**config.mk**
```make
export PLATFORM = sky130hd
export DESIGN_NAME = bk_sequencer_flat
export DESIGN_NICKNAME = d
export VERILOG_FILES = /design/src/rtl/bk_pkg.sv /design/src/rtl/bk_sequencer_if.sv /design/src/rtl/bk_edge.sv /design/src/rtl/bk_sequencer.sv /design/src/flat_wrapper.sv
export SDC_FILE = /design/constraint.sdc
export NUM_CORES = 1
export LEC_CHECK = 0
export BUFFER_PORTS_ARGS = -buffer_cell sky130_fd_sc_hd__buf_2
export CAP_MARGIN = 20
export CORE_MARGIN = 2
export CORE_UTILIZATION = 40
export CTS_CLUSTER_DIAMETER = 40
export DETAILED_ROUTE_END_ITERATION = 16
export PLACE_DENSITY = 0.72
export SETUP_SLACK_MARGIN = 0.05
export SYNTH_ARGS = -nofsm -noshare
export SYNTH_HDL_FRONTEND = slang
export SYNTH_HIERARCHICAL = 1
export SYNTH_SLANG_ARGS = --single-unit
export TNS_END_PERCENT = 100
```
**constraint.sdc**
```tcl
create_clock -name clk_sys -period 1.75 [get_ports clk_sys]
set_input_delay 0.4375 -clock clk_sys [delete_from_list [all_inputs] [get_ports clk_sys]]
set_output_delay 0.4375 -clock clk_sys [all_outputs]
set_load 0.005 [all_outputs]
```
**src/rtl/bk_pkg.sv**
```systemverilog
// Shared types and defaults for the save-state sector sequencer.
package bk_pkg;

    typedef enum logic [2:0] {
        IDLE,
        REQ,
        XFER,
        FIN,
        ERR
    } bk_state_t;

    localparam int unsigned BK_DEFAULT_SECTORS = 64;
    localparam logic [23:0] BK_DEFAULT_TIMEOUT = 24'd5_000_000;

endpackage

```
**src/rtl/bk_sequencer_if.sv**
```systemverilog
// SD sector request/acknowledge handshake between the sequencer and hps_io.
interface bk_sequencer_if;

    logic [31:0] sd_lba;
    logic        sd_rd;
    logic        sd_wr;
    logic        sd_ack;

    modport master (
        output sd_lba,
        output sd_rd,
        output sd_wr,
        input  sd_ack
    );

    modport slave (
        input  sd_lba,
        input  sd_rd,
        input  sd_wr,
        output sd_ack
    );

endinterface

```
**src/rtl/bk_edge.sv**
```systemverilog
// Registered rising/falling edge detector; pulses appear one cycle after the input changes.
module bk_edge (
    input  logic clk,
    input  logic rst_n,
    input  logic d,
    output logic rise,
    output logic fall
);

    logic d_q;

    always_ff @(posedge clk or negedge rst_n) begin
        if (!rst_n) begin
            d_q  <= 1'b0;
            rise <= 1'b0;
            fall <= 1'b0;
        end else begin
            d_q  <= d;
            rise <= d & ~d_q;
            fall <= ~d & d_q;
        end
    end

endmodule

```
**src/rtl/bk_sequencer.sv**
```systemverilog
// Turns OSD load/save commands into a burst of SD sector transfers for one save slot,
// with timeout and download-abort reporting.
module bk_sequencer
    import bk_pkg::*;
#(
    parameter int unsigned SECTORS   = BK_DEFAULT_SECTORS,
    parameter int unsigned SLOT_BITS = 2,
    parameter logic [23:0] TIMEOUT   = BK_DEFAULT_TIMEOUT
) (
    input  logic                 clk_sys,
    input  logic                 RESET_n,
    input  logic                 downloading,
    input  logic                 img_mounted,
    input  logic                 img_readonly,
    input  logic                 img_size_nz,
    input  logic                 load_req,
    input  logic                 save_req,
    input  logic [SLOT_BITS-1:0] slot,
    bk_sequencer_if.master       sd,
    output logic                 bk_ena,
    output logic                 bk_loading,
    output logic                 bk_busy,
    output logic                 bk_done,
    output logic                 bk_err
);

    localparam int unsigned LB = $clog2(SECTORS);

    logic load_rise, save_rise, dl_rise, ack_rise, ack_fall;
    logic load_fall_unused, save_fall_unused, dl_fall_unused;

    bk_state_t            state_q, state_d;
    logic                 dir_q, dir_d;
    logic [SLOT_BITS-1:0] slot_q, slot_d;
    logic [LB-1:0]        sec_q, sec_d;
    logic                 rd_q, rd_d;
    logic                 wr_q, wr_d;
    logic                 loading_q, loading_d;
    logic                 busy_q, busy_d;
    logic                 abort_q, abort_d;
    logic [23:0]          cnt_q, cnt_d;
    logic                 ena_q;
    logic                 ena_set;

    bk_edge u_load_edge (
        .clk  (clk_sys),
        .rst_n(RESET_n),
        .d    (load_req & ena_q),
        .rise (load_rise),
        .fall (load_fall_unused)
    );

    bk_edge u_save_edge (
        .clk  (clk_sys),
        .rst_n(RESET_n),
        .d    (save_req & ena_q),
        .rise (save_rise),
        .fall (save_fall_unused)
    );

    bk_edge u_dl_edge (
        .clk  (clk_sys),
        .rst_n(RESET_n),
        .d    (downloading),
        .rise (dl_rise),
        .fall (dl_fall_unused)
    );

    bk_edge u_ack_edge (
        .clk  (clk_sys),
        .rst_n(RESET_n),
        .d    (sd.sd_ack),
        .rise (ack_rise),
        .fall (ack_fall)
    );

    // A fresh writable mount wins over the download-start clear in the same cycle.
    assign ena_set = downloading & img_mounted & img_size_nz & ~img_readonly;

    always_ff @(posedge clk_sys or negedge RESET_n) begin
        if (!RESET_n) begin
            ena_q <= 1'b0;
        end else if (ena_set) begin
            ena_q <= 1'b1;
        end else if (dl_rise) begin
            ena_q <= 1'b0;
        end
    end

    always_ff @(posedge clk_sys or negedge RESET_n) begin
        if (!RESET_n) begin
            state_q   <= IDLE;
            dir_q     <= 1'b0;
            slot_q    <= '0;
            sec_q     <= '0;
            rd_q      <= 1'b0;
            wr_q      <= 1'b0;
            loading_q <= 1'b0;
            busy_q    <= 1'b0;
            abort_q   <= 1'b0;
            cnt_q     <= '0;
        end else begin
            state_q   <= state_d;
            dir_q     <= dir_d;
            slot_q    <= slot_d;
            sec_q     <= sec_d;
            rd_q      <= rd_d;
            wr_q      <= wr_d;
            loading_q <= loading_d;
            busy_q    <= busy_d;
            abort_q   <= abort_d;
            cnt_q     <= cnt_d;
        end
    end

    always_comb begin
        state_d   = state_q;
        dir_d     = dir_q;
        slot_d    = slot_q;
        sec_d     = sec_q;
        rd_d      = rd_q;
        wr_d      = wr_q;
        loading_d = loading_q;
        busy_d    = busy_q;
        cnt_d     = cnt_q;
        abort_d   = abort_q | (dl_rise & (state_q != IDLE));

        case (state_q)
            IDLE: begin
                abort_d = 1'b0;
                if (load_rise | save_rise) begin
                    dir_d     = load_rise;
                    slot_d    = slot;
                    sec_d     = '0;
                    rd_d      = load_rise;
                    wr_d      = ~load_rise;
                    loading_d = load_rise;
                    busy_d    = 1'b1;
                    cnt_d     = '0;
                    state_d   = REQ;
                end
            end
            REQ: begin
                if (ack_rise) begin
                    rd_d    = 1'b0;
                    wr_d    = 1'b0;
                    state_d = XFER;
                end else if (cnt_q == TIMEOUT - 24'd1) begin
                    rd_d      = 1'b0;
                    wr_d      = 1'b0;
                    loading_d = 1'b0;
                    busy_d    = 1'b0;
                    state_d   = ERR;
                end else begin
                    cnt_d = cnt_q + 24'd1;
                end
            end
            XFER: begin
                if (ack_fall) begin
                    if ((&sec_q) || abort_d) begin
                        state_d = FIN;
                    end else begin
                        sec_d   = sec_q + LB'(1);
                        rd_d    = dir_q;
                        wr_d    = ~dir_q;
                        cnt_d   = '0;
                        state_d = REQ;
                    end
                end
            end
            FIN: begin
                loading_d = 1'b0;
                busy_d    = 1'b0;
                state_d   = IDLE;
            end
            ERR: begin
                rd_d      = 1'b0;
                wr_d      = 1'b0;
                loading_d = 1'b0;
                busy_d    = 1'b0;
                state_d   = IDLE;
            end
            default: state_d = IDLE;
        endcase
    end

    assign sd.sd_lba  = 32'({slot_q, sec_q});
    assign sd.sd_rd   = rd_q;
    assign sd.sd_wr   = wr_q;
    assign bk_ena     = ena_q;
    assign bk_loading = loading_q;
    assign bk_busy    = busy_q;
    assign bk_done    = (state_q == FIN) & ~abort_q;
    assign bk_err     = ((state_q == FIN) & abort_q) | (state_q == ERR);

endmodule

```
**src/flat_wrapper.sv**
```systemverilog
// flat-port wrapper written by rule: the top's interface ports become plain ports
module bk_sequencer_flat import bk_pkg::*;
#(
    parameter int unsigned SECTORS   = BK_DEFAULT_SECTORS,
    parameter int unsigned SLOT_BITS = 2,
    parameter logic [23:0] TIMEOUT   = BK_DEFAULT_TIMEOUT
)
  (clk_sys, RESET_n, downloading, img_mounted, img_readonly, img_size_nz, load_req, save_req, slot, bk_ena, bk_loading, bk_busy, bk_done, bk_err, sd_sd_lba, sd_sd_rd, sd_sd_wr, sd_sd_ack);
  bk_sequencer_if sd_i ();
  input  logic clk_sys;
  input  logic RESET_n;
  input  logic downloading;
  input  logic img_mounted;
  input  logic img_readonly;
  input  logic img_size_nz;
  input  logic load_req;
  input  logic save_req;
  input  logic [SLOT_BITS-1:0] slot;
  output logic bk_ena;
  output logic bk_loading;
  output logic bk_busy;
  output logic bk_done;
  output logic bk_err;
  output wire logic [$bits(sd_i.sd_lba)-1:0] sd_sd_lba;
  output wire logic [$bits(sd_i.sd_rd)-1:0] sd_sd_rd;
  output wire logic [$bits(sd_i.sd_wr)-1:0] sd_sd_wr;
  input wire logic [$bits(sd_i.sd_ack)-1:0] sd_sd_ack;
  assign sd_sd_lba = sd_i.sd_lba;
  assign sd_sd_rd = sd_i.sd_rd;
  assign sd_sd_wr = sd_i.sd_wr;
  assign sd_i.sd_ack = sd_sd_ack;
  bk_sequencer #(.SECTORS(SECTORS), .SLOT_BITS(SLOT_BITS), .TIMEOUT(TIMEOUT)) u_core (.clk_sys(clk_sys), .RESET_n(RESET_n), .downloading(downloading), .img_mounted(img_mounted), .img_readonly(img_readonly), .img_size_nz(img_size_nz), .load_req(load_req), .save_req(save_req), .slot(slot), .sd(sd_i), .bk_ena(bk_ena), .bk_loading(bk_loading), .bk_busy(bk_busy), .bk_done(bk_done), .bk_err(bk_err));
endmodule
```
# --- Word level (Yosys, flattened, before mapping) ---
# Index checks and enable logic that the tools add are counted.
totals:
  register_bits: 51
  in_bits: 11
classes:
  addsub: 2
  n_eq_ne: 12
  n_mux: 33
  n_bitwise: 25
  reduce_logical: 16
ops:
  columns: ["operator", "count"]
  rows:
  - ["24-bit 2-to-1 mux", 5]
  - ["24-bit case mux with 3 select lines", 1]
  - ["24-bit by 1-bit adder with 24-bit output, second input constant", 1]
  - ["24-bit by 23-bit equality test with 1-bit output, second input constant", 1]
  - ["6-bit 2-to-1 mux", 3]
  - ["1-bit AND", 13]
  - ["1-bit 2-to-1 mux", 13]
  - ["3-bit 2-to-1 mux", 4]
  - ["6-bit case mux with 2 select lines", 1]
  - ["6-bit AND reduction", 2]
  - ["1-bit inverter", 9]
  - ["3-bit case mux with 3 select lines", 1]
  - ["3-bit nonzero test", 3]
  - ["2-bit != test, second input constant", 4]
  - ["1-bit case mux with 4 select lines", 2]
  - ["4-bit AND reduction", 2]
  - ["6-bit by 1-bit adder with 6-bit output, second input constant", 1]
  - ["3-bit by 2-bit equality test with 1-bit output, second input constant", 2]
  - ["1-bit case mux with 3 select lines", 2]
  - ["5-bit AND reduction", 1]
  - ["2-bit by 1-bit != test with 1-bit output, second input constant", 2]
  - ["2-bit nonzero test", 2]
  - ["4-bit nonzero test", 1]
  - ["3-bit by 1-bit equality test with 1-bit output, second input constant", 1]
  - ["other kinds (9)", 11]

# --- Depth between registers and ports, before layout ---
# Gate-level depths: netlist (run 1).
logic_depth:
  depth_word: 7
  depth_mapped: 7
  mapped_depth_nobuf: 6

# --- Cells and area by module ---
# Netlist (run 1), hierarchy kept.
modules_own_cells:
  columns: ["module", "instances", "cells_per_inst", "area_per_inst_um2", "seq_area_each_um2"]
  rows:
  - ["bk_sequencer", 1, 292, 2602.5, 1051.0]
  - ["bk_edge", 4, 5, 90.1, 75.1]

# --- Worst setup path after synthesis (run 1) ---
# No wires, ideal clock.
synth_timing:
  path_type: "register to register"
  start: "reg u_core.cnt_q[0]"
  end: "reg u_core.cnt_q[18]"
  setup_ns: 0.126
  arrival_time_ns: 1.770
  setup_slack_ns: -0.146
  path_stages_with_launch: 7
  path_cell_list: "dfrtp_1 ha_1 nand3_1 nor4_2 nand3_1 and3_1 a221o_1"
synth_via:
  elab_chain_len: 4
  word_cells_on_any_way: 7
  cone_classes: "add/sub (1); eq/ne (2); mux (3); reduce/logical (1)"
synth_rtl:
  columns: ["element", "line_no", "source"]
  rows:
  - ["start: declaration", "bk_sequencer.sv:41", "logic [23:0] cnt_q, cnt_d;"]
  - ["start signal: assignment", "bk_sequencer.sv:112", "cnt_q <= cnt_d;"]
  - ["24-bit by 1-bit adder with 24-bit output", "bk_sequencer.sv:155", "cnt_d = cnt_q + 24'd1;"]
  - ["24-bit 2-to-1 mux", "bk_sequencer.sv:148", "end else if (cnt_q == TIMEOUT - 24'd1) begin"]
  - ["24-bit 2-to-1 mux", "bk_sequencer.sv:144", "if (ack_rise) begin"]
  - ["24-bit case mux with 3 select lines", "bk_sequencer.sv:128", "case (state_q)"]
# Parallel ways exist; a longest one is shown, timed or not. The select of a mux whose other input is x is not followed.
# A chain may end at the register's enable or synchronous reset.

# --- Final worst setup path (run 1) ---
layout_timing:
  start: "reg u_core.cnt_q[0]"
  end: "reg u_core.cnt_q[15]"
# Same word-level chain as after synthesis.

==> flow_summary.html, run 1 <==
<table>
<tr><th>Metric</th><th>Value</th></tr>
<tr><th colspan="2">Cells and area</th></tr>
<tr><td># diodes</td><td>0</td></tr>
<tr><td>Final core occ</td><td>60.0%</td></tr>
<tr><td>Leading cell types in the layout, fill and taps excluded</td><td>74 x sky130_fd_sc_hd__buf_4, 50 x sky130_fd_sc_hd__dfrtp_1, 25 x sky130_fd_sc_hd__buf_2, 24 x sky130_fd_sc_hd__conb_1, 21 x sky130_fd_sc_hd__nand2_1</td></tr>
<tr><td>Most common cell after layout, fill and taps aside</td><td>sky130_fd_sc_hd__buf_4</td></tr>
<tr><td>Share of layout cells above drive strength 1</td><td>42.4%</td></tr>
<tr><td>Final design instance area without fill</td><td>4120 um2</td></tr>
<tr><td>Number of non-filler instances in the completed layout</td><td>511</td></tr>
<tr><td>Number of nets in the layout</td><td>427</td></tr>
<tr><td>Area added between synthesis and finish</td><td>44.0%</td></tr>
<tr><th colspan="2">STA</th></tr>
<tr><td>Clock Skew</td><td>0.00469 ns</td></tr>
<tr><td>Number of slew-limit violations in the final report</td><td>0</td></tr>
<tr><td>Unrepaired setup endpoints after global routing</td><td>true</td></tr>
<tr><td>Min cycle time layout</td><td>1.89 ns</td></tr>
<tr><td>Slack of the critical path</td><td>-0.144 ns</td></tr>
<tr><td>Number of setup violations in the final report</td><td>27</td></tr>
<tr><td>Crit share post-route</td><td>108%</td></tr>
<tr><td>Final hold slack</td><td>0.0635 ns</td></tr>
<tr><td>Final count of hold timing violations</td><td>0</td></tr>
<tr><td>Max Clk Rate</td><td>528 MHz</td></tr>
<tr><th colspan="2">Route</th></tr>
<tr><td>Detailed Routing Iterations Pass 1</td><td>4</td></tr>
<tr><td>Wire length per cell</td><td>16.3 um</td></tr>
<tr><td>Initial drt markers</td><td>181</td></tr>
<tr><td>Routed Antenna Nets</td><td>0</td></tr>
<tr><td>Total via count after detailed routing</td><td>2847</td></tr>
<tr><td>Number of vias per cell after detailed routing</td><td>5.57</td></tr>
<tr><td>Total Routed Length</td><td>8340 um</td></tr>
<tr><td>DR DRC count</td><td>0</td></tr>
<tr><th colspan="2">Placement</th></tr>
<tr><td>Instance count after placement with tap cells included</td><td>483</td></tr>
<tr><td>Count of buffers inserted at the top-level ports</td><td>25</td></tr>
<tr><td>Area of placed instances</td><td>3500 um2</td></tr>
<tr><td>Post-detailed-placement half-perimeter wirelength</td><td>4940 um</td></tr>
<tr><td>Weighted congestion at the end of routability-driven global placement</td><td>0.902</td></tr>
<tr><th colspan="2">CTS</th></tr>
<tr><td>CTS clk-pin slew, worst paths</td><td>0.10 ns</td></tr>
<tr><td>Clock Latency Late Sink</td><td>0.31 ns</td></tr>
<tr><td>Max Buffers Root-to-Sink</td><td>2</td></tr>
<tr><td>CTS root buf</td><td>sky130_fd_sc_hd__clkbuf_8</td></tr>
<tr><td>CTS H-tree depth</td><td>2</td></tr>
<tr><td>Sinks on the clock net</td><td>51</td></tr>
<tr><td>CTS tree</td><td>built</td></tr>
<tr><td>Post-CTS Hold Fix Bufs</td><td>0</td></tr>
<tr><td>Number of CTS-inserted buffers</td><td>5</td></tr>
<tr><th colspan="2">GRT</th></tr>
<tr><td>Global-route wire length before repair</td><td>12700 um</td></tr>
<tr><td>Total Routing Usage GR</td><td>20.8%</td></tr>
<tr><td>Total global routing overflow</td><td>0</td></tr>
<tr><td>Via count of the first global-routing pass</td><td>2688</td></tr>
<tr><td>Pin count of the biggest net entering global routing</td><td>35</td></tr>
<tr><td>Initial antenna violation count</td><td>0</td></tr>
<tr><th colspan="2">Die</th></tr>
<tr><td>Die Span Y</td><td>88.6 um</td></tr>
<tr><td>Initial core utilization</td><td>41.7%</td></tr>
<tr><td>Cell row count</td><td>30</td></tr>
<tr><td>Die area</td><td>7850 um2</td></tr>
<tr><td>Core area</td><td>6870 um2</td></tr>
<tr><td>Die width</td><td>88.6 um</td></tr>
<tr><td>Ports</td><td>50</td></tr>
<tr><th colspan="2">Pwr</th></tr>
<tr><td>Power dissipated by switching net loads</td><td>1.87 mW</td></tr>
<tr><td>Total power after layout</td><td>4.83 mW</td></tr>
<tr><td>Fraction of power spent switching nets</td><td>38.8%</td></tr>
<tr><td>P_int</td><td>2.96 mW</td></tr>
<tr><td>Cell leakage power</td><td>1.99 nW</td></tr>
<tr><td>Sequential share of power</td><td>31.3%</td></tr>
<tr><td>Power density over cell area</td><td>1170 nW/um2</td></tr>
<tr><td>Maximum resistive drop on vdd</td><td>0.641 mV</td></tr>
<tr><td>Clock power frac</td><td>17.6%</td></tr>
<tr><td>Combinational fraction of design power</td><td>51.1%</td></tr>
<tr><th colspan="2">Run status</th></tr>
<tr><td>Violated checks</td><td>setup timing</td></tr>
<tr><td>Run status</td><td>finished, violations left</td></tr>
<tr><th colspan="2">Critical path</th></tr>
<tr><td>Critical path destination</td><td>u_core/cnt_q[15]</td></tr>
<tr><td>Required time at the endpoint of the critical path</td><td>1.95 ns</td></tr>
<tr><td>Reg2reg start</td><td>u_core/cnt_q[0]</td></tr>
<tr><td>Category of the worst setup path launch point</td><td>flip-flop</td></tr>
<tr><td>Kind of critical path</td><td>flip-flop to flip-flop</td></tr>
<tr><td>Worst setup EP type</td><td>flip-flop</td></tr>
<tr><td>Data arrival time of the critical path</td><td>2.09 ns</td></tr>
<tr><td>Startpoint of the worst setup timing path</td><td>u_core/cnt_q[0]</td></tr>
<tr><td>Worst setup slack for register-to-register paths</td><td>-0.14 ns</td></tr>
<tr><td>Crit-path max FO</td><td>9</td></tr>
<tr><td>Worst r2r dst</td><td>u_core/cnt_q[15]</td></tr>
<tr><td>Worst R2R Path Depth</td><td>7</td></tr>
<tr><th colspan="2">Worst hold path</th></tr>
<tr><td>Type of the worst min-delay path</td><td>input pin to async pin</td></tr>
<tr><th colspan="2">Synthesis</th></tr>
<tr><td>Number of warnings reported in the yosys synthesis log</td><td>6</td></tr>
<tr><td>Mapped Avg Cell Area</td><td>9.35 um2</td></tr>
<tr><td>Number of instances in the synthesized netlist</td><td>306</td></tr>
<tr><td>Netlist Area Pre-Place</td><td>2860 um2</td></tr>
<tr><th colspan="2">Job</th></tr>
<tr><td>Max-cap violations</td><td>0</td></tr>
</table>
-- worst min-delay path by stage --
stage / startpoint / endpoint / slack [ns] / depth (start not counted)
6_report: RESET_n / u_core/cnt_q[9] / 0.06 / 1
5_1_grt: RESET_n / u_core/cnt_q[9] / 0.08 / 1
4_1_cts: RESET_n / u_core/cnt_q[9] / 0.06 / 1
3_5_place_dp: u_core/u_save_edge/d_q / u_core/u_save_edge/rise / 0.38 / 1
3_3_place_gp: u_core/u_dl_edge/d_q / u_core/u_dl_edge/rise / 0.38 / 1
2_1_floorplan: RESET_n / u_core/abort_q / 0.14 / 0
-- sequential cells by signal, indices dropped and copies added (netlist names), 2 cells and up --
signal and count:
u_core/cnt_q 24, u_core/sec_q 6, u_core/slot_q 2, u_core/state_q 3
-- critical path, stage by stage, from the launching register on --
cell and delay [ns]:
sky130_fd_sc_hd__dfrtp_1 0.44, sky130_fd_sc_hd__ha_4 0.20, sky130_fd_sc_hd__and3_4 0.19, sky130_fd_sc_hd__nand4_1 0.17
sky130_fd_sc_hd__o21ai_4 0.10, sky130_fd_sc_hd__a21o_1 0.20, sky130_fd_sc_hd__buf_12 0.15, sky130_fd_sc_hd__a221o_1 0.34
-- cell type report --
| type | count | area [um2] |
|---|---|---|
| Clock buffer | 5 | 68.8 |
| Clock inverter | 3 | 47.5 |
| Fill cell | 511 | 2750 |
| Inverter | 11 | 41.3 |
| Multi-Input combinational cell | 233 | 1700 |
| Sequential cell | 51 | 1280 |
| Tap cell | 96 | 120 |
| Timing Repair Buffer | 112 | 867 |
-- through the flow --
stage	worst slack (ns)	TNS, ns
floorplan	-0.129	-1.10
global placement	-0.212	-4.02
detailed placement	-0.299	-4.84
CTS	-0.0821	-0.802
global route	-0.223	-4.11
finish	-0.144	-2.28
-- layer usage --
metal	track usage, %	vias up	share of wire, %
met5	0	-	0
met4	9.64	0	3.4
met2	34.9	137	50
met1	26.3	1383	41
met3	3.73	29	5.6
li1	-	1298	-
-- power by group through the flow --
| stage | Clock [mW] | Sequential, mW | Combinational (mW) |
|---|---|---|---|
| global placement | 0 | 1.48 | 1.66 |
| finish | 0.852 | 1.51 | 2.47 |
| detailed placement | 0 | 1.49 | 1.69 |
| floorplan | 0 | 1.50 | 1.03 |
| CTS | 0.867 | 1.48 | 2.17 |
| global route | 0.914 | 1.54 | 2.62 |
-- timing repair --
item / 4_1_cts / 5_1_grt
hold endpoints to repair: 0 / 0
cloned: 2 / 0
endpoints found under the setup margin: 32 / 38
gates resized for setup: 44 / 27
pin swaps: 23 / 6
setup buffers: 14 / 6
(Power assumes the default switching activity.)
==> inputs of run 2 (changes only) <==
Settings changed: ABC_AREA set to 1.
==> run 2 against run 1 <==
  * The run now ends clean
  * Global-route usage is 4.7 points lower
  * Fmax is 8.5% higher
  * Critical path depth is 2 lower
  * Flip-flop and latch count stayed put
  * Clock-buffer cell count stayed put
  * Worst hold slack better by 0.0075 ns
  * Largest cell class unchanged
==> flow_summary.html, run 2 <==
<table>
<tr><th>Metric</th><th>Value</th></tr>
<tr><th colspan="2">Synthesis</th></tr>
<tr><td>Netlist Area Pre-Place</td><td>3190 um2 (was 2860 um2)</td></tr>
<tr><td>Number of warnings reported in the yosys synthesis log</td><td>6 (unchanged)</td></tr>
<tr><td>Mapped Avg Cell Area</td><td>6.90 um2 (was 9.35 um2)</td></tr>
<tr><td>Number of instances in the synthesized netlist</td><td>463 (was 306)</td></tr>
<tr><th colspan="2">Cells and area</th></tr>
<tr><td>Leading cell types in the layout, fill and taps excluded</td><td>137 x sky130_fd_sc_hd__nand2_1, 61 x sky130_fd_sc_hd__nor2_1, 49 x sky130_fd_sc_hd__dfrtp_1, 41 x sky130_fd_sc_hd__inv_1, 35 x sky130_fd_sc_hd__nand2_2 (was 74 x sky130_fd_sc_hd__buf_4, 50 x sky130_fd_sc_hd__dfrtp_1, 25 x sky130_fd_sc_hd__buf_2, 24 x sky130_fd_sc_hd__conb_1, 21 x sky130_fd_sc_hd__nand2_1)</td></tr>
<tr><td># diodes</td><td>0 (unchanged)</td></tr>
<tr><td>Most common cell after layout, fill and taps aside</td><td>sky130_fd_sc_hd__nand2_1 (was sky130_fd_sc_hd__buf_4)</td></tr>
<tr><td>Area added between synthesis and finish</td><td>20.1% (was 44.0%)</td></tr>
<tr><td>Biggest register</td><td>u_core/cnt_q (unchanged)</td></tr>
<tr><td>Top flop regs</td><td>u_core/cnt_q: 24 flops, u_core/sec_q: 6 flops, u_core/state_q: 3 flops (unchanged)</td></tr>
<tr><td>Number of nets in the layout</td><td>522 (was 427)</td></tr>
<tr><td>Share of layout cells above drive strength 1</td><td>24.9% (was 42.4%)</td></tr>
<tr><td>Max FFs per register</td><td>24 (unchanged)</td></tr>
<tr><th colspan="2">Critical path</th></tr>
<tr><td>Category of the worst setup path launch point</td><td>flip-flop (unchanged)</td></tr>
<tr><td>Crit-path max FO</td><td>4 (was 9)</td></tr>
<tr><td>Worst setup EP type</td><td>output port (was flip-flop)</td></tr>
<tr><td>Required time at the endpoint of the critical path</td><td>1.31 ns (was 1.95 ns)</td></tr>
<tr><td>Data arrival time of the critical path</td><td>1.31 ns (was 2.09 ns)</td></tr>
<tr><td>Kind of critical path</td><td>flip-flop to output port (was flip-flop to flip-flop)</td></tr>
<tr><th colspan="2">Placement</th></tr>
<tr><td>Count of buffers inserted at the top-level ports</td><td>25 (unchanged)</td></tr>
<tr><td>Post-detailed-placement half-perimeter wirelength</td><td>4720 um (was 4940 um)</td></tr>
<tr><td>Weighted congestion at the end of routability-driven global placement</td><td>0.935 (was 0.902)</td></tr>
<tr><th colspan="2">Die</th></tr>
<tr><td>Initial core utilization</td><td>41.3% (was 41.7%)</td></tr>
<tr><td>Cell row count</td><td>32 (was 30)</td></tr>
<tr><td>Ports</td><td>50 (unchanged)</td></tr>
<tr><td>Die Span Y</td><td>93.4 um (was 88.6 um)</td></tr>
<tr><td>Core area</td><td>7730 um2 (was 6870 um2)</td></tr>
<tr><td>Die width</td><td>93.4 um (was 88.6 um)</td></tr>
<tr><td>Die area</td><td>8720 um2 (was 7850 um2)</td></tr>
<tr><th colspan="2">Route</th></tr>
<tr><td>Total via count after detailed routing</td><td>2929 (was 2847)</td></tr>
<tr><td>Total Routed Length</td><td>7520 um (was 8340 um)</td></tr>
<tr><td>Detailed Routing Iterations Pass 1</td><td>4 (unchanged)</td></tr>
<tr><td>Initial drt markers</td><td>197 (was 181)</td></tr>
<tr><td>Routed Antenna Nets</td><td>0 (unchanged)</td></tr>
<tr><td>Wire length per cell</td><td>12.3 um (was 16.3 um)</td></tr>
<tr><td>Number of vias per cell after detailed routing</td><td>4.79 (was 5.57)</td></tr>
<tr><td>DR DRC count</td><td>0 (unchanged)</td></tr>
<tr><th colspan="2">STA</th></tr>
<tr><td>Unrepaired setup endpoints after global routing</td><td>true (unchanged)</td></tr>
<tr><td>Number of slew-limit violations in the final report</td><td>0 (unchanged)</td></tr>
<tr><td>Number of setup violations in the final report</td><td>0 (was 27)</td></tr>
<tr><td>Clock Skew</td><td>0.0114 ns (was 0.00469 ns)</td></tr>
<tr><td>Max Clk Rate</td><td>573 MHz (was 528 MHz)</td></tr>
<tr><td>Total negative slack</td><td>0 ns (was -2.28 ns)</td></tr>
<tr><td>Final count of hold timing violations</td><td>0 (unchanged)</td></tr>
<tr><td>Min cycle time layout</td><td>1.74 ns (was 1.89 ns)</td></tr>
<tr><td>Crit share post-route</td><td>99.7% (was 108%)</td></tr>
<tr><th colspan="2">Run status</th></tr>
<tr><td>Run status</td><td>finished clean (was finished, violations left)</td></tr>
<tr><th colspan="2">Job</th></tr>
<tr><td>Max-cap violations</td><td>0 (unchanged)</td></tr>
<tr><th colspan="2">CTS</th></tr>
<tr><td>CTS tree</td><td>built (unchanged)</td></tr>
<tr><td>CTS root buf</td><td>sky130_fd_sc_hd__clkbuf_8 (unchanged)</td></tr>
<tr><td>Sinks on the clock net</td><td>51 (unchanged)</td></tr>
<tr><td>Clock Latency Late Sink</td><td>0.33 ns (was 0.31 ns)</td></tr>
<tr><td>Number of CTS-inserted buffers</td><td>5 (unchanged)</td></tr>
<tr><td>CTS clk-pin slew, worst paths</td><td>0.11 ns (was 0.10 ns)</td></tr>
<tr><td>Max Buffers Root-to-Sink</td><td>2 (unchanged)</td></tr>
<tr><td>CTS H-tree depth</td><td>2 (unchanged)</td></tr>
<tr><th colspan="2">Pwr</th></tr>
<tr><td>Power density over cell area</td><td>1210 nW/um2 (was 1170 nW/um2)</td></tr>
<tr><td>Maximum resistive drop on vdd</td><td>0.433 mV (was 0.641 mV)</td></tr>
<tr><td>Total power after layout</td><td>4.65 mW (was 4.83 mW)</td></tr>
<tr><td>Cell leakage power</td><td>1.95 nW (was 1.99 nW)</td></tr>
<tr><th colspan="2">GRT</th></tr>
<tr><td>Total global routing overflow</td><td>0 (unchanged)</td></tr>
<tr><td>Total Routing Usage GR</td><td>16.1% (was 20.8%)</td></tr>
<tr><td>Pin count of the biggest net entering global routing</td><td>52 (was 35)</td></tr>
<tr><td>Global-route wire length before repair</td><td>11500 um (was 12700 um)</td></tr>
<tr><td>Via count of the first global-routing pass</td><td>2656 (was 2688)</td></tr>
<tr><td>Initial antenna violation count</td><td>0 (unchanged)</td></tr>
<tr><th colspan="2">Worst hold path</th></tr>
<tr><td>Type of the worst min-delay path</td><td>input pin to async pin (unchanged)</td></tr>
</table>
run 2: stage by stage:
step	setup WS [ns]	util [%]	cell area [um2]	std cells	hold slack (ns)
3_5_place_dp	0.0738	43.9	3400	591	0.389
5_1_grt	-0.0833	49.7	3840	612	0.118
2_1_floorplan	0.196	-	3280	486	0.142
3_3_place_gp	0.119	43.9	3400	591	0.381
6_report	0.00501	49.7	3840	612	0.0709
4_1_cts	0.0342	45.6	3520	603	0.100
run 2: power breakdown:
group / switching [mW] / internal (mW) / leakage, nW / total, mW
clock: 0.462 / 0.296 / 0.0491 / 0.758
combinational: 1.50 / 0.936 / 1.21 / 2.43
sequential: 0.114 / 1.34 / 0.684 / 1.45
total: 2.07 / 2.57 / 1.95 / 4.65
run 2: path summary, 6_finish.rpt:
| check | start | to | slack (ns) | cells past startpoint |
|---|---|---|---|---|
| worst max-delay path | u_core/state_q[0] | bk_err | 0.005 | 5 |
| worst min-delay path | RESET_n | u_core/cnt_q[2] | 0.07 | 2 |
| worst max register to register | u_core/state_q[0] | u_core/cnt_q[20] | 0.03 | 10 |
| worst min register to register | u_core/u_dl_edge/d_q | u_core/u_dl_edge/rise | 0.40 | 1 |
| max in group asynchronous | RESET_n | u_core/state_q[0] | 1.42 | 2 |
| min in group clk_sys | downloading | u_core/u_dl_edge/d_q | 0.25 | 1 |
run 2: cell type report:
| type | count | area, um2 |
|---|---|---|
| clock buffer | 5 | 68.8 |
| clock inverter | 3 | 26.3 |
| fill | 763 | 3890 |
| inverter | 46 | 183 |
| multi-input combinational | 358 | 1790 |
| sequential | 51 | 1280 |
| tap | 102 | 128 |
| timing repair buffer | 47 | 362 |
run 2: per-layer routing:
metal	GRT usage [%]	routed length [um]	share of wire, %
met1	20.1	3160	42
met2	28.5	3770	50
met3	2.26	438	5.8
met4	5.64	150	2.0
met5	0	0	0
run 2: critical path, stage by stage (launching register included):
cell and delay (ns):
sky130_fd_sc_hd__dfrtp_2 0.47, sky130_fd_sc_hd__nor2_2 0.13, sky130_fd_sc_hd__buf_4 0.13, sky130_fd_sc_hd__nand2_2 0.05, sky130_fd_sc_hd__o21ai_1 0.07, sky130_fd_sc_hd__buf_2 0.13
run 2: repair_timing:
| item | CTS | global route |
|---|---|---|
| pin swaps | 1 | 34 |
| setup endpoints to repair | 2 | 36 |
| resized for setup | 3 | 64 |
| hold buffers | 0 | 0 |
| gates cloned | 0 | 4 |
| buffers inserted | 4 | 5 |
==> inputs of run 3 (changes only) <==
==> constraint.sdc (replaced) <==
create_clock -name clk_sys -period 1.75 [get_ports clk_sys]
set_input_delay 0.4375 -clock clk_sys [delete_from_list [all_inputs] [get_ports clk_sys]]
set_output_delay 0.4375 -clock clk_sys [all_outputs]
set_load 0.1 [all_outputs]
==> run 3 against run 2 <==
  * The run now ends with setup timing left
  * Register-to-register slack is essentially flat
  * Via count is 3.6% higher
  * Clock skew is 0.0075 ns lower
  * First-iteration DRC count increased by 85%
  * Sequential power about the same
  * Power grew 14%
  * Wire length grew 0.27%
  * Cell count grew 0.16%
  * Setup slack got worse by 0.030 ns
  * Highest routed layer unchanged
==> flow_summary.html, run 3 (synthesized netlist as in run 2, its figures left out) <==
<table>
<tr><th>Metric</th><th>Value</th></tr>
<tr><th colspan="2">Run status</th></tr>
<tr><td>Run status</td><td>finished, violations left (was finished clean)</td></tr>
<tr><td>Violated checks</td><td>setup timing</td></tr>
<tr><th colspan="2">CTS</th></tr>
<tr><td>CTS tree</td><td>built (unchanged)</td></tr>
<tr><td>CTS root buf</td><td>sky130_fd_sc_hd__clkbuf_8 (unchanged)</td></tr>
<tr><td>CTS H-tree depth</td><td>2 (unchanged)</td></tr>
<tr><td>Clock Latency Late Sink</td><td>0.31 ns (was 0.33 ns)</td></tr>
<tr><td>Sinks on the clock net</td><td>51 (unchanged)</td></tr>
<tr><td>Number of CTS-inserted buffers</td><td>5 (unchanged)</td></tr>
<tr><td>CTS clk-pin slew, worst paths</td><td>0.10 ns (was 0.11 ns)</td></tr>
<tr><td>Max Buffers Root-to-Sink</td><td>2 (unchanged)</td></tr>
<tr><td>Post-CTS Hold Fix Bufs</td><td>0 (unchanged)</td></tr>
<tr><th colspan="2">Die</th></tr>
<tr><td>Initial core utilization</td><td>41.3% (unchanged)</td></tr>
<tr><td>Die width</td><td>93.4 um (unchanged)</td></tr>
<tr><td>Die Span Y</td><td>93.4 um (unchanged)</td></tr>
<tr><td>Cell row count</td><td>32 (unchanged)</td></tr>
<tr><td>Core area</td><td>7730 um2 (unchanged)</td></tr>
<tr><td>Die area</td><td>8720 um2 (unchanged)</td></tr>
<tr><td>Ports</td><td>50 (unchanged)</td></tr>
<tr><th colspan="2">Critical path</th></tr>
<tr><td>Slowest CP cell</td><td>sky130_fd_sc_hd__dfrtp_2 (unchanged)</td></tr>
<tr><td>Series of cell instances along the critical path</td><td>nor2_4, nand2_1, o21ai_2, buf_12 (was nor2_2, buf_4, nand2_2, o21ai_1, buf_2)</td></tr>
<tr><td>Data arrival time of the critical path</td><td>1.34 ns (was 1.31 ns)</td></tr>
<tr><td>Worst setup EP type</td><td>output port (unchanged)</td></tr>
<tr><td>Family of cells with the greatest summed delay on the critical path</td><td>flip-flops (unchanged)</td></tr>
<tr><td>Required time at the endpoint of the critical path</td><td>1.31 ns (about the same)</td></tr>
<tr><td>Category of the worst setup path launch point</td><td>flip-flop (unchanged)</td></tr>
<tr><td>Highest cell delay on the worst timing path</td><td>0.46 ns (was 0.47 ns)</td></tr>
<tr><td>Crit-path max FO</td><td>4 (unchanged)</td></tr>
<tr><td>Bufs and invs on worst path</td><td>1 (was 2)</td></tr>
<tr><td>Kind of critical path</td><td>flip-flop to output port (unchanged)</td></tr>
<tr><th colspan="2">STA</th></tr>
<tr><td>Number of setup violations in the final report</td><td>1 (was 0)</td></tr>
<tr><td>Slack of the critical path</td><td>-0.0250 ns (was 0.00501 ns)</td></tr>
<tr><td>Max Clk Rate</td><td>563 MHz (was 573 MHz)</td></tr>
<tr><td>Unrepaired setup endpoints after global routing</td><td>true (unchanged)</td></tr>
<tr><td>Clock Skew</td><td>0.00393 ns (was 0.0114 ns)</td></tr>
<tr><td>Final count of hold timing violations</td><td>0 (unchanged)</td></tr>
<tr><td>Number of slew-limit violations in the final report</td><td>0 (unchanged)</td></tr>
<tr><td>Crit share post-route</td><td>101% (was 99.7%)</td></tr>
<tr><td>Min cycle time layout</td><td>1.78 ns (was 1.74 ns)</td></tr>
<tr><th colspan="2">Cells and area</th></tr>
<tr><td>Area added between synthesis and finish</td><td>19.2% (was 20.1%)</td></tr>
<tr><td># diodes</td><td>0 (unchanged)</td></tr>
<tr><td>Number of non-filler instances in the completed layout</td><td>613 (was 612)</td></tr>
<tr><td>Leading cell types in the layout, fill and taps excluded</td><td>164 x sky130_fd_sc_hd__nand2_1, 59 x sky130_fd_sc_hd__nor2_1, 42 x sky130_fd_sc_hd__dfrtp_1, 41 x sky130_fd_sc_hd__inv_1, 24 x sky130_fd_sc_hd__conb_1 (was 137 x sky130_fd_sc_hd__nand2_1, 61 x sky130_fd_sc_hd__nor2_1, 49 x sky130_fd_sc_hd__dfrtp_1, 41 x sky130_fd_sc_hd__inv_1, 35 x sky130_fd_sc_hd__nand2_2)</td></tr>
<tr><td>Number of nets in the layout</td><td>523 (was 522)</td></tr>
<tr><td>Storage cell area</td><td>1290 um2 (was 1280 um2)</td></tr>
<tr><td>Fillers</td><td>737 (was 763)</td></tr>
<tr><td>Final core occ</td><td>49.3% (was 49.7%)</td></tr>
<tr><td>Max FFs per register</td><td>24 (unchanged)</td></tr>
<tr><td>Most common cell after layout, fill and taps aside</td><td>sky130_fd_sc_hd__nand2_1 (unchanged)</td></tr>
<tr><td>Top flop regs</td><td>u_core/cnt_q: 24 flops, u_core/sec_q: 6 flops, u_core/state_q: 3 flops (unchanged)</td></tr>
<tr><td>Footprint of the multi-input gates</td><td>1740 um2 (was 1790 um2)</td></tr>
<tr><td>Final design instance area without fill</td><td>3810 um2 (was 3840 um2)</td></tr>
<tr><td>Biggest register</td><td>u_core/cnt_q (unchanged)</td></tr>
<tr><td>Share of layout cells above drive strength 1</td><td>21.5% (was 24.9%)</td></tr>
<tr><th colspan="2">GRT</th></tr>
<tr><td>GR met3 Demand/Resource</td><td>2.58% (was 2.26%)</td></tr>
<tr><td>Via count of the first global-routing pass</td><td>2696 (was 2656)</td></tr>
<tr><td>Global-route wire length before repair</td><td>12100 um (was 11500 um)</td></tr>
<tr><td>Total global routing overflow</td><td>0 (unchanged)</td></tr>
<tr><td>Total Routing Usage GR</td><td>16.9% (was 16.1%)</td></tr>
<tr><td>Layer carrying the most global-route usage</td><td>met2 (unchanged)</td></tr>
<tr><td>Global-route met1 utilization</td><td>22.7% (was 20.1%)</td></tr>
<tr><td>Initial antenna violation count</td><td>0 (unchanged)</td></tr>
<tr><td>Pin count of the biggest net entering global routing</td><td>31 (was 52)</td></tr>
<tr><td>Met2 routing resource usage after global routing</td><td>27.1% (was 28.5%)</td></tr>
<tr><th colspan="2">Placement</th></tr>
<tr><td>Instance count after placement with tap cells included</td><td>590 (was 591)</td></tr>
<tr><td>Weighted congestion at the end of routability-driven global placement</td><td>1.01 (was 0.935)</td></tr>
<tr><td>Area of placed instances</td><td>3460 um2 (was 3400 um2)</td></tr>
<tr><td>Post-detailed-placement half-perimeter wirelength</td><td>4880 um (was 4720 um)</td></tr>
<tr><td>Pre-CTS setup slack</td><td>0.0584 ns (was 0.0738 ns)</td></tr>
<tr><td>Count of buffers inserted at the top-level ports</td><td>25 (unchanged)</td></tr>
<tr><th colspan="2">Pwr</th></tr>
<tr><td>Power density over cell area</td><td>1390 nW/um2 (was 1210 nW/um2)</td></tr>
<tr><td>Combinational fraction of design power</td><td>58.2% (was 52.4%)</td></tr>
<tr><td>Cell leakage power</td><td>1.91 nW (was 1.95 nW)</td></tr>
<tr><td>P_int</td><td>2.50 mW (was 2.57 mW)</td></tr>
<tr><td>Fraction of power spent switching nets</td><td>52.7% (was 44.6%)</td></tr>
<tr><td>Power dissipated by switching net loads</td><td>2.79 mW (was 2.07 mW)</td></tr>
<tr><td>Maximum resistive drop on vdd</td><td>0.639 mV (was 0.433 mV)</td></tr>
<tr><td>Total power after layout</td><td>5.29 mW (was 4.65 mW)</td></tr>
<tr><td>Clock power frac</td><td>14.1% (was 16.3%)</td></tr>
<tr><td>Sequential share of power</td><td>27.7% (was 31.3%)</td></tr>
<tr><th colspan="2">Route</th></tr>
<tr><td>Total Routed Length</td><td>7540 um (was 7520 um)</td></tr>
<tr><td>Initial drt markers</td><td>365 (was 197)</td></tr>
<tr><td>Detailed Routing Iterations Pass 1</td><td>5 (was 4)</td></tr>
<tr><td>DR DRC count</td><td>0 (unchanged)</td></tr>
<tr><td>Routed Antenna Nets</td><td>0 (unchanged)</td></tr>
<tr><td>Wire length per cell</td><td>12.3 um (about the same)</td></tr>
<tr><td>Total via count after detailed routing</td><td>3034 (was 2929)</td></tr>
<tr><td>Number of vias per cell after detailed routing</td><td>4.95 (was 4.79)</td></tr>
<tr><th colspan="2">Job</th></tr>
<tr><td>Max-cap violations</td><td>0 (unchanged)</td></tr>
<tr><th colspan="2">Worst hold path</th></tr>
<tr><td>Type of the worst min-delay path</td><td>input pin to async pin (unchanged)</td></tr>
</table>
-- run 3: final timing paths --
path                                         from  slack [ns]  depth (start not counted)                      end
setup / recovery                u_core/state_q[0]       -0.03                          4                   bk_err
hold / removal                            RESET_n        0.05                          1          u_core/cnt_q[3]
setup reg to reg                  u_core/sec_q[1]        0.02                         11         u_core/cnt_q[20]
hold reg to reg            u_core/u_load_edge/d_q        0.40                          1  u_core/u_load_edge/rise
max in group asynchronous                 RESET_n        1.20                          2        u_core/state_q[2]
min in group clk_sys                  downloading        0.25                          1     u_core/u_dl_edge/d_q
-- run 3: repair_timing --
item / 4_1_cts / 5_1_grt
pin swaps: 1 / 8
cloned: 0 / 4
gates resized for setup: 7 / 28
setup buffers: 1 / 10
setup endpoints to repair: 5 / 39
-- run 3: power groups by stage --
| stage | logic [mW] | registers [mW] | clock network [mW] |
|---|---|---|---|
| 2_1_floorplan | 1.51 | 2.04 | 0 |
| 3_3_place_gp | 2.42 | 1.47 | 0 |
| 3_5_place_dp | 2.44 | 1.47 | 0 |
| 4_1_cts | 2.50 | 1.46 | 0.756 |
| 5_1_grt | 3.27 | 1.49 | 0.814 |
| 6_report | 3.08 | 1.47 | 0.744 |
-- run 3: cell type report --
type / instances / share of cell area, %
multi-input combinational: 359 / 45.7
sequential: 51 / 34.0
timing repair buffer: 47 / 9.80
inverter: 46 / 4.67
tap: 102 / 3.35
clock buffer: 5 / 1.81
clock inverter: 3 / 0.756
-- run 3: metrics by stage --
step | hold slack [ns] | TNS (ns)
after floorplan | 0.142 | -0.271
final | 0.0451 | -0.0250
after global placement | 0.381 | 0
after CTS | 0.0636 | -0.0192
after detailed placement | 0.388 | 0
after global routing | 0.0707 | -1.01
-- run 3: routing by layer --
layer,share of wire [%],up-vias,routed length (um)
li1,-,1478,-
met1,44,1392,3290
met2,47,136,3530
met3,6.3,28,478
met4,3.2,0,242
met5,0,-,0
